**config.mk**
```make
export PLATFORM = sky130hd
export DESIGN_NAME = tlc5620_ch_sched
export DESIGN_NICKNAME = d
export VERILOG_FILES = /design/src/rtl/tlc5620_pkg.sv /design/src/rtl/rr_arb4.sv /design/src/rtl/tlc5620_ch_sched.sv
export SDC_FILE = /design/constraint.sdc
export NUM_CORES = 1
export LEC_CHECK = 0
export ABC_AREA = 1
export BUFFER_PORTS_ARGS = -buffer_cell sky130_fd_sc_hd__buf_2
export CELL_PAD_IN_SITES_DETAIL_PLACEMENT = 2
export CELL_PAD_IN_SITES_GLOBAL_PLACEMENT = 2
export CORE_MARGIN = 3
export CORE_UTILIZATION = 31
export CTS_CLUSTER_SIZE = 12
export DETAILED_ROUTE_END_ITERATION = 12
export GPL_ROUTABILITY_DRIVEN = 0
export MAX_ROUTING_LAYER = met4
export PLACE_DENSITY = 0.77
export SYNTH_ARGS = -nofsm -noshare
export SYNTH_HDL_FRONTEND = slang
export SYNTH_SLANG_ARGS = --single-unit
```
**constraint.sdc**
```tcl
create_clock -name clk -period 4 [get_ports clk]
set_input_delay 1 -clock clk [delete_from_list [all_inputs] [get_ports clk]]
set_output_delay 1 -clock clk [all_outputs]
set_load 0.01 [all_outputs]
```
**src/rtl/tlc5620_pkg.sv**
```systemverilog
// Shared definitions for the TLC5620 channel scheduler: channel codes, frame
// layout, FSM state type and the level-estimate helper.
package tlc5620_pkg;

  typedef enum logic [1:0] {
    DAC_A = 2'd0,
    DAC_B = 2'd1,
    DAC_C = 2'd2,
    DAC_D = 2'd3
  } dac_ch_e;

  localparam int unsigned FRAME_W       = 11;
  localparam int unsigned FRAME_CH_HI   = 10;
  localparam int unsigned FRAME_CH_LO   = 9;
  localparam int unsigned FRAME_RNG_BIT = 8;
  localparam int unsigned FRAME_CODE_HI = 7;
  localparam int unsigned FRAME_CODE_LO = 0;
  localparam int unsigned EST_W         = 6;

  typedef enum logic [1:0] {
    ST_IDLE    = 2'd0,
    ST_PRESENT = 2'd1,
    ST_LDAC    = 2'd2
  } state_e;

  function automatic logic [FRAME_W-1:0] pack_frame(input logic [1:0] ch,
                                                    input logic       rng,
                                                    input logic [7:0] code);
    return {ch, rng, code};
  endfunction

  // 25*(rng+1)*code peaks at 12750, so 14 bits hold the product exactly.
  function automatic logic [EST_W-1:0] est_level_f(input logic       rng,
                                                   input logic [7:0] code);
    logic [13:0] prod;
    prod = 14'd25 * ({13'd0, rng} + 14'd1) * {6'd0, code};
    return prod[13:8];
  endfunction

endpackage

```
**src/rtl/rr_arb4.sv**
```systemverilog
// Four-way round-robin selector; the search starts just after the last
// granted index, which only moves when the grant is taken (adv).
module rr_arb4
  import tlc5620_pkg::*;
(
  input  logic       clk,
  input  logic       rst,
  input  logic [3:0] req,
  input  logic       adv,
  output logic       gnt_vld,
  output logic [1:0] gnt_idx
);

  logic [1:0] last_q;
  logic [1:0] last_d;
  logic [1:0] cand;

  always_comb begin
    gnt_vld = 1'b0;
    gnt_idx = last_q;
    cand    = '0;
    for (int unsigned k = 1; k <= 4; k++) begin
      cand = last_q + 2'(k);
      if (!gnt_vld && req[cand]) begin
        gnt_vld = 1'b1;
        gnt_idx = cand;
      end
    end
    last_d = (adv && gnt_vld) ? gnt_idx : last_q;
  end

  always_ff @(posedge clk) begin
    if (rst) begin
      last_q <= DAC_D;
    end else begin
      last_q <= last_d;
    end
  end

endmodule

```
**src/rtl/tlc5620_ch_sched.sv**
```systemverilog
// TLC5620 channel scheduler: per-channel shadow registers, round-robin frame
// issue to a serializer, LDAC pulse generation and a per-frame level estimate.
module tlc5620_ch_sched
  import tlc5620_pkg::*;
#(
  parameter int unsigned UPDATE_MODE = 0,
  parameter int unsigned LDAC_WIDTH  = 2
) (
  input  logic               clk,
  input  logic               rst,
  input  logic               wr_en,
  input  logic [1:0]         wr_ch,
  input  logic               wr_rng,
  input  logic [7:0]         wr_code,
  input  logic               commit,
  output logic               frame_valid,
  output logic [FRAME_W-1:0] frame_data,
  input  logic               frame_ready,
  output logic               ldac_req,
  output logic [EST_W-1:0]   est_level,
  output logic               idle
);

  state_e             state_q, state_d;
  logic [3:0]         dirty_q, dirty_d;
  logic [3:0]         rng_q, rng_d;
  logic [3:0][7:0]    code_q, code_d;
  logic               pend_q, pend_d;
  logic [3:0]         cnt_q, cnt_d;
  logic               frame_valid_q, frame_valid_d;
  logic [FRAME_W-1:0] frame_data_q, frame_data_d;
  logic               ldac_req_q, ldac_req_d;
  logic [EST_W-1:0]   est_level_q, est_level_d;

  logic               arb_vld;
  logic [1:0]         arb_idx;
  logic               arb_adv;
  logic               hs;
  logic               enter_ldac;

  rr_arb4 u_arb (
    .clk     (clk),
    .rst     (rst),
    .req     (dirty_q),
    .adv     (arb_adv),
    .gnt_vld (arb_vld),
    .gnt_idx (arb_idx)
  );

  assign hs = frame_valid_q && frame_ready;

  always_comb begin
    state_d       = state_q;
    dirty_d       = dirty_q;
    rng_d         = rng_q;
    code_d        = code_q;
    cnt_d         = cnt_q;
    frame_valid_d = frame_valid_q;
    frame_data_d  = frame_data_q;
    ldac_req_d    = ldac_req_q;
    est_level_d   = est_level_q;
    arb_adv       = 1'b0;
    enter_ldac    = 1'b0;

    unique case (state_q)
      ST_IDLE: begin
        if (arb_vld) begin
          arb_adv          = 1'b1;
          frame_data_d     = pack_frame(arb_idx, rng_q[arb_idx], code_q[arb_idx]);
          dirty_d[arb_idx] = 1'b0;
          frame_valid_d    = 1'b1;
          state_d          = ST_PRESENT;
        end else if (UPDATE_MODE != 0 && pend_q) begin
          enter_ldac = 1'b1;
        end
      end
      ST_PRESENT: begin
        if (hs) begin
          est_level_d   = est_level_f(frame_data_q[FRAME_RNG_BIT],
                                      frame_data_q[FRAME_CODE_HI:FRAME_CODE_LO]);
          frame_valid_d = 1'b0;
          if (UPDATE_MODE == 0 || (pend_q && dirty_q == '0)) begin
            enter_ldac = 1'b1;
          end else begin
            state_d = ST_IDLE;
          end
        end
      end
      ST_LDAC: begin
        if (cnt_q == '0) begin
          ldac_req_d = 1'b0;
          state_d    = ST_IDLE;
        end else begin
          cnt_d = cnt_q - 4'd1;
        end
      end
      default: state_d = ST_IDLE;
    endcase

    if (enter_ldac) begin
      state_d    = ST_LDAC;
      ldac_req_d = 1'b1;
      cnt_d      = 4'(LDAC_WIDTH - 1);
    end

    // A commit in the cycle LDAC is entered survives the clear.
    pend_d = (UPDATE_MODE != 0) && ((pend_q && !enter_ldac) || commit);

    // Applied last so a write beats the dirty-clear of the channel being issued.
    if (wr_en) begin
      rng_d[wr_ch]   = wr_rng;
      code_d[wr_ch]  = wr_code;
      dirty_d[wr_ch] = 1'b1;
    end
  end

  always_ff @(posedge clk) begin
    if (rst) begin
      state_q       <= ST_IDLE;
      dirty_q       <= '0;
      rng_q         <= '0;
      code_q        <= '0;
      pend_q        <= 1'b0;
      cnt_q         <= '0;
      frame_valid_q <= 1'b0;
      frame_data_q  <= '0;
      ldac_req_q    <= 1'b0;
      est_level_q   <= '0;
    end else begin
      state_q       <= state_d;
      dirty_q       <= dirty_d;
      rng_q         <= rng_d;
      code_q        <= code_d;
      pend_q        <= pend_d;
      cnt_q         <= cnt_d;
      frame_valid_q <= frame_valid_d;
      frame_data_q  <= frame_data_d;
      ldac_req_q    <= ldac_req_d;
      est_level_q   <= est_level_d;
    end
  end

  assign frame_valid = frame_valid_q;
  assign frame_data  = frame_data_q;
  assign ldac_req    = ldac_req_q;
  assign est_level   = est_level_q;
  assign idle        = (state_q == ST_IDLE) && (dirty_q == '0) && !pend_q;

endmodule

```
[Word level (Yosys, flattened, before mapping)]
Index checks and enable logic that the tools add are counted.
Operators by class
  add/sub/neg operators: 5
  equal/unequal tests: 9
  multiplexer cells: 48
  bitwise operators: 5
  $lt $le $gt $ge: 8
  shift-type cells: 0
  multiply operators: 2
  div/mod/pow operators: 0
  reductions and logical operators: 26
Operators by type and width (count)
  32-bit bitwise mux: 1
  1-bit two-way mux: 23
  2-bit by 3-bit less-than comparator with 1-bit output, second input constant: 6
  8-bit binary-select mux with 2-bit select: 1
  8-bit demux with 2-bit select: 1
  8-bit two-way mux: 2
  7-bit by 8-bit multiplier with 14-bit output: 1
  2-bit two-way mux: 7
  4-bit two-way mux: 3
  1-bit binary-select mux with 2-bit select: 5
  2-bit inequality test, second input constant: 5
  2-bit AND reduction: 5
  3-bit AND reduction: 3
  1-bit logical AND: 8
  4-bit logical NOT: 2
  5-bit by 2-bit multiplier with 7-bit output, first input constant: 1
  3-bit inequality test, second input constant: 2
  2-bit one-hot mux with 3 select lines: 1
  2-bit nonzero test: 3
  2-bit adder, second input constant: 2
  4-bit bitwise AND: 1
  4-bit bitwise mux: 1
  1-bit demux with 2-bit select: 2
  2-bit by 1-bit >= comparator with 1-bit output, second input constant: 2
  other kinds (12): 15
Storage, ports and cells
  bits in latches: 0
  memories: 0
  bits in read-only memories: 0
  word-level logic and storage cells: 118
  flip-flop bits (word level): 67
  RAM bits: 0
  bits of input ports: 16
  output and inout bits: 20

[Logic depth before layout (Yosys ltp)]
Gate-level depths: netlist of the first run.
  depth in word-level cells: 23
  gate-level depth with buffers: 21
  depth with buffers taken out: 19

[Hierarchy]
A second synthesis of the first run with hierarchy kept.
Unflattened totals
  cells, all modules: 610
  area total of the unflattened synthesis: 4395.5 sq um
By module, submodules not included
  tlc5620_ch_sched: cells each 547, area each 3935.0 sq um, sequential area each 1301.2 sq um, instances 1
  rr_arb4: cells each 63, area each 460.4 sq um, sequential area each 40.0 sq um, instances 1

[Worst setup path after synthesis of the first run]
Ideal clock, no wire load.
  path kind: flip-flop to flip-flop
  from: register frame_data_q[8], in the netlist frame_data[8]
  to: register est_level_q[2], in the netlist est_level[2]
  clock period less this slack: 4.021 ns
  stages on the path, launching flop included: 19
  setup time: 0.074 ns
  buffers on the path: 2
  data arrival time: 3.947 ns
  path slack: -0.021 ns
  required time: 3.926 ns
  cells stage by stage: dfxtp_1 > clkbuf_1 > clkbuf_1 > nand2_1 > inv_1 > ha_1 > fa_1 > inv_1 > fa_1 > inv_1 > fa_1 > ha_1 > a21oi_1 > o21ai_0 > a21oi_1 > nor2_1 > o21ai_0 > nand2_1 > o21ai_0
On the way
  longest elaborated chain between the ends: 3
Ends and longest elaborated chain
  start: declaration: RTL line tlc5620_ch_sched.sv:31  | logic [FRAME_W-1:0] frame_data_q, frame_data_d;
  start signal: assignment: RTL line tlc5620_ch_sched.sv:137  | frame_data_q <= frame_data_d;
  1-bit by 1-bit adder with 2-bit output: RTL line tlc5620_pkg.sv:36  | prod = 14'd25 * ({13'd0, rng} + 14'd1) * {6'd0, code};
  5-bit by 2-bit multiplier with 7-bit output: RTL line tlc5620_pkg.sv:36
  7-bit by 8-bit multiplier with 14-bit output: RTL line tlc5620_pkg.sv:36
  end signal: assignment: RTL line tlc5620_ch_sched.sv:139  | est_level_q <= est_level_d;
  end: declaration: RTL line tlc5620_ch_sched.sv:33  | logic [EST_W-1:0] est_level_q, est_level_d;
Every way passes these cells.
A chain may end at the register's enable or synchronous reset.

[Final worst setup path of the first run]
  from: register frame_data_q[8], in the netlist frame_data[8]
  to: register est_level_q[4], in the netlist est_level[4]
The elaborated chain is that of the path after synthesis.

==> results of run 1 <==
## layout by cell type, fill, tap and decap left out, types with 2 or more instances in the layout
| cell type | count |
|---|---|
| a21oi_1 | 49 |
| a21oi_2 | 7 |
| a31oi_1 | 3 |
| buf_2 | 34 |
| buf_4 | 5 |
| clkbuf_16 | 9 |
| clkbuf_8 | 3 |
| clkinv_2 | 2 |
| conb_1 | 7 |
| dfxtp_1 | 65 |
| dfxtp_2 | 2 |
| fa_1 | 14 |
| ha_1 | 28 |
| ha_4 | 3 |
| inv_1 | 91 |
| inv_2 | 2 |
| nand2_1 | 89 |
| nand2_2 | 8 |
| nand2_4 | 4 |
| nand3_1 | 34 |
| nand3_2 | 7 |
| nand4_1 | 8 |
| nor2_1 | 52 |
| nor3_1 | 6 |
| nor3_2 | 2 |
| o211ai_1 | 3 |
| o21ai_0 | 58 |
| o21bai_1 | 2 |
| xor2_1 | 3 |
## repair_timing
| item | 4_1_cts | 5_1_grt |
|---|---|---|
| pin swaps | 0 | 2 |
| gates cloned | 0 | 0 |
| setup endpoints to repair | 3 | 5 |
| gates resized for setup | 3 | 14 |
## cell type report
type,count,area (um2),share of cell area
inverter,94,355,0.0730
sequential,67,1340,0.276
clock buffer,13,270,0.0555
tap,172,215,0.0442
multi-input combinational,396,2470,0.507
timing repair buffer,39,208,0.0427
clock inverter,2,10.0,0.00206
## cell families (layout without fill, tap and decap cells)
group | Yosys count | in the layout | share of synthesized area
xor gates and xnor gates | 4 | 4 | 0.00834
other | 2 | 7 | 0.00179
and+or+nand+nor | 213 | 213 | 0.232
DFF | 67 | 67 | 0.319
adders and majority gates | 45 | 45 | 0.159
AOI/OAI and AO/OA | 127 | 127 | 0.161
buffers and inverters | 114 | 148 | 0.118
## state kept, by name, summed over array words and instances, names as in the netlist
register	cells
frame_valid	1
rng_q	4
est_level	6
code_q	32
state_q	2
dirty_q	4
u_arb.last_q	2
cnt_q	4
frame_data	11
ldac_req	1
## how the worst max path moves through the flow
stage / start / endpoint / cells after the start
detailed placement: frame_data[8]$_SDFFE_PP0P_ / est_level[3]$_SDFFE_PP0P_ / 17
floorplan: frame_data[8]$_SDFFE_PP0P_ / est_level[2]$_SDFFE_PP0P_ / 18
finish: frame_data[8]$_SDFFE_PP0P_ / est_level[4]$_SDFFE_PP0P_ / 17
CTS: frame_data[8]$_SDFFE_PP0P_ / est_level[4]$_SDFFE_PP0P_ / 19
global route: frame_data[8]$_SDFFE_PP0P_ / est_level[4]$_SDFFE_PP0P_ / 17
global placement: frame_data[8]$_SDFFE_PP0P_ / est_level[3]$_SDFFE_PP0P_ / 17
## layer usage
metal / vias up / track usage / wire length, um / share of wire
met5: - / - / 0 / 0
met4: 0 / 0.0735 / 240 / 0.018
met3: 14 / 0.0272 / 245 / 0.018
met2: 36 / 0.341 / 6830 / 0.51
met1: 1959 / 0.231 / 6130 / 0.46
li1: 1915 / - / - / -
## per-stage QoR
step	util	TNS [ns]	power (mW)
3_3_place_gp	0.348	0	1.93
6_report	0.377	0	2.93
2_1_floorplan	-	0	1.66
3_5_place_dp	0.348	-0.0374	2.00
5_1_grt	0.377	-0.0665	3.18
4_1_cts	0.370	0	2.79
## tightest hold or removal path, cell delays in order (launching register included)
cell	delay, ns
dfxtp_1	0.31
inv_1	0.05
a21oi_1	0.05
## power groups by stage
stage	registers, mW	logic [mW]	clock network (mW)
finish	0.788	1.40	0.749
global route	0.799	1.58	0.801
CTS	0.789	1.23	0.771
detailed placement	0.801	1.20	0
global placement	0.796	1.14	0
floorplan	0.790	0.868	0
==> impl_metrics.tcl, run 1 <==
set metrics [dict create \
    timing.final.crit_share 0.964 \
    cpMaxStageDelayCell "fa_1" \
    r2r-start "frame_data[8]$_SDFFE_PP0P_" \
    fmax_ghz 0.259 \
    fp-row-count 41 \
    syn_to_final_growth_pct 15.9 \
    intPower_mw 1.69 \
    cpLargestDelayFamily "adder cells" \
    dpl.hpwl_um 9880 \
    p_seq_frac 0.269 \
    p_sw_mw 1.24 \
    p_clk_frac 0.255 \
    port_buffers 34 \
    end_kind "flop" \
    drc 0 \
    ir_worst_vdd_v 0.000168 \
    yosys.area.top_type "dfxtp_1" \
    wl_per_cell_um 17.2 \
    reg2reg_slack_ns 0.15 \
    netlist_instances 572 \
    synthTopCellsByArea "dfxtp_1 32%, ha_1 9.2%, inv_1 8.1%" \
    placed_cell_area_um2 4500 \
    yosysTopAreaCellShare 0.319 \
    dp.cells 768 \
    max-cap-violations 0 \
    finalInstanceArea_um2 4870 \
    die_height_um 122 \
    critical_path.max_stage_delay_ns 0.61 \
    hp-start "code_q[29]$_SDFFE_PP0P_" \
    p_comb_frac 0.476 \
    critical_path_class "reg2reg" \
    power_leakage_nw 2.32 \
    clk_latency_ns 0.34 \
    vias 3924 \
    ios 36 \
    whs_path_depth 2 \
    dr.pass1.iters 4 \
    cp.required_ns 4.22 \
    path_cells "nand2_1, inv_1, ha_1, fa_1, inv_1, fa_1, inv_1, fa_1, ha_4, a21oi_4, o21ai_4, nand2_1, nand3_1, a21oi_1, o21ai_0, o211ai_1, inv_1" \
    maxSlewHeadroom 0.474 \
    h-tree-depth 3 \
    status "finished, final reports clean" \
    die_width_um 122 \
    whs_ns 0.447 \
    wl_um 13400 \
    rr_worst_depth 17 \
    cts.path.max_buffers 2 \
    yosys_warnings 0 \
    crit_top_cell "inv_1" \
    hold_end "code_q[29]$_SDFFE_PP0P_" \
    post-place-ws_ns -0.0374 \
    nets 668 \
    start_util 0.325 \
    fill_cells 1533 \
    core-area_um2 12900 \
    cp-start-kind "flop" \
    drv_slew 0 \
    min_period_ns 3.85 \
    grt_pass1_wl_um 22200 \
    avgSynthCellArea_um2 7.35 \
    worstHoldPathType "reg2reg" \
    stdcell_count 783 \
    grt_max_degree 44 \
    critical_path_arrival_ns 4.08 \
    drtIter0Drc 116 \
    cts_setup_buffers 0 \
    hold_viol_final 0 \
    cts_tree "built" \
    synth_edf_count 0 \
    cts_buffers 9 \
    switching_share 0.423 \
    ys_types 33 \
    ys_ff_latch 67 \
    synth.most_common_cell "inv_1" \
    antenna_found_initial 0 \
    viasPerCell 5.01 \
    setup_viol 0 \
    root_buffer "clkbuf_16" \
    synth-main-ff-cell "dfxtp_1" \
    path_clk_slew_ns 0.06 \
    overflow 0 \
    ys_seq_area_frac 0.319 \
    synthesis.area_um2 4200 \
    clock-sinks 67 \
    clock_skew_ns 0.00504 \
    timing.critical_path.buf_inv 4 \
    tightest_slew_ns 0.787 \
    die_area_um2 15000 \
    grt_pass1_vias 4362 \
    cp_max_fo 7 \
    r2r-end "est_level[4]$_SDFFE_PP0P_" \
    grt.total_usage 0.196 \
    synth_commonest_cells "91 x inv_1, 90 x nand2_1, 67 x dfxtp_1" \
    antenna_left 0 \
    ctsHoldBuffers 0 \
    postLayoutSetupSlackWorst_ns 0.146 \
    power_density_nw_per_um2 603 \
    drive_above_1_share 0.155 \
    async_flop_share 0 \
    antennaDiodeCount 0 \
]
No activity file was read; power rests on OpenSTA's default activity.
==> run 2, diff against run 1 <==
- BUFFER_PORTS_ARGS: -buffer_cell sky130_fd_sc_hd__buf_2 -> -buffer_cell sky130_fd_sc_hd__clkbuf_2
- CTS_CLUSTER_DIAMETER: default -> 30
==> run 2 against run 1 <==
Sequential cell count stayed put. Combinational power is 7% lower. Clock skew is 0.00096 ns higher. Utilization hardly changed. First-iteration DRC count is 4.3% higher. Die area stayed put. Power hardly changed. Count of clock-buffer cells in the layout is 2 lower. Register-to-register slack better by 0.05 ns. Worst setup slack better by 0.047 ns. Final area hardly changed. Sequential share of layout area hardly changed. Critical path type unchanged.
==> impl_metrics.tcl, run 2 (synthesis gave the netlist of run 1 again) <==
set metrics [dict create \
    cp-start-kind "flop" \
    die_width_um 122 \
    p_total_mw 2.93 \
    power_density_nw_per_um2 602 \
    wl_per_cell_um 16.6 \
    ir_worst_vdd_v 0.000166 \
    tightest_slew_ns 0.819 \
    mostFrequentLayoutCell "inv_1" \
    grt-busiest-layer "met2" \
    grt.total_usage 0.188 \
    dpl.hpwl_um 9830 \
    power_leakage_nw 2.32 \
    critical_path_class "reg2reg" \
    cts_setup_buffers 0 \
    path_cells "nand2_1, inv_1, ha_1, fa_1, inv_1, fa_1, inv_1, fa_1, ha_1, a21oi_1, o21ai_2, nand2_1, nand3_2, a21oi_2, o21ai_0, o211ai_1, inv_1" \
    max-cap-violations 0 \
    core-area_um2 12900 \
    port_buffers 34 \
    cp.required_ns 4.23 \
    cts_tree "built" \
    worstHoldPathType "reg2reg" \
    timing.final.crit_share 0.952 \
    cp_max_fo 7 \
    wl_um 13000 \
    drtIter0Drc 121 \
    critical_path_arrival_ns 4.04 \
    h-tree-depth 3 \
    setup_viol 0 \
    dr.pass1.iters 4 \
    cpMaxStageDelayCell "fa_1" \
    crit_top_cell "inv_1" \
    die_area_um2 15000 \
    largest_register_ff_count 32 \
    status "finished, final reports clean" \
    rsz0062_at_grt "yes" \
    grt_pass1_wl_um 21500 \
    ctsHoldBuffers 0 \
    drv_slew 0 \
    timing.critical_path.buf_inv 4 \
    drc 0 \
    clock-sinks 67 \
    cts_buffers 9 \
    antennaDiodeCount 0 \
    fp-row-count 41 \
    viasPerCell 4.94 \
    grtUsageMet1 0.228 \
    clk_latency_ns 0.34 \
    fmax_ghz 0.263 \
    cpLargestDelayFamily "adder cells" \
    nets 668 \
    syn_to_final_growth_pct 16.0 \
    critical_path.max_stage_delay_ns 0.55 \
    grt_pass1_vias 4300 \
    hold_viol_final 0 \
    dp.cells 768 \
    grt_max_degree 41 \
    grt_use_met3 0.0272 \
    fin_tns_setup_ns 0 \
    clock_skew_ns 0.00601 \
    vias 3876 \
    stdcell_count 784 \
    drive_above_1_share 0.155 \
    path_clk_slew_ns 0.06 \
    end_kind "flop" \
    final_core_util 0.377 \
    top_register "code_q" \
    final_cell_mix "91 x inv_1, 90 x nand2_1, 65 x dfxtp_1" \
    start_util 0.325 \
    die_height_um 122 \
    root_buffer "clkbuf_16" \
    overflow 0 \
    min_period_ns 3.81 \
    antenna_found_initial 0 \
    fill_cells 1529 \
    grt.met2_usage 0.325 \
    maxSlewHeadroom 0.452 \
    ios 36 \
    cts.path.max_buffers 2 \
    antenna_left 0 \
]
[run 2: cell types whose count changed in the layout (fill, tap and decap cells not counted), moves of 2 or more]
cell / delta
a21oi_2: +2
bufinv_16: +2
ha_4: -2
clkbuf_8: -3
buf_2: -34
clkbuf_2: +34
[run 2: per-layer routing]
| layer | up-vias | wire length [um] |
|---|---|---|
| met5 | - | 0 |
| met4 | 0 | 202 |
| met3 | 12 | 224 |
| met2 | 32 | 6450 |
| met1 | 1918 | 6150 |
| li1 | 1914 | - |
[run 2: power by group]
part	internal, mW	switching (mW)	total, mW	leakage, nW
sequential	0.730	0.0602	0.790	0.549
combinational	0.447	0.852	1.30	1.62
clock	0.544	0.299	0.842	0.150
[run 2: layout make-up]
class	instances	area, um2	area share
Clock buffer	11	233	0.0478
Clock inverter	5	77.6	0.0159
Inverter	94	355	0.0729
Multi-Input combinational cell	396	2440	0.500
Sequential cell	67	1350	0.276
Tap cell	172	215	0.0442
Timing Repair Buffer	39	208	0.0426
[run 2: repair_timing]
| action | CTS | global route |
|---|---|---|
| gates resized for setup | 1 | 17 |
| pin swaps | 0 | 2 |
| endpoints found under the setup margin | 2 | 6 |
[run 2: tightest hold or removal path: cells and delay by family, from the launching register on]
kind | cells | cell delay (ns)
DFF | 1 | 0.31
buffers and inverters | 1 | 0.05
AOI/OAI and AO/OA | 1 | 0.05
[run 2: worst paths after layout]
kind	from	endpoint	slack, ns	cells past startpoint
setup / recovery	frame_data[8]$_SDFFE_PP0P_	est_level[4]$_SDFFE_PP0P_	0.19	17
hold / removal	code_q[20]$_SDFFE_PP0P_	code_q[20]$_SDFFE_PP0P_	0.45	2
setup reg to reg	frame_data[8]$_SDFFE_PP0P_	est_level[4]$_SDFFE_PP0P_	0.19	17
hold reg to reg	code_q[20]$_SDFFE_PP0P_	code_q[20]$_SDFFE_PP0P_	0.45	2
[run 2: metrics by stage]
step / instance area (um2) / worst slack, ns / hold WS (ns)
final: 4870 / 0.193 / 0.448
after floorplan: 4220 / 0.0482 / 0.424
after CTS: 4810 / 0.0153 / 0.452
after global placement: 4500 / 0.140 / 0.432
after detailed placement: 4500 / -0.0306 / 0.443
after global routing: 4870 / -0.0196 / 0.474
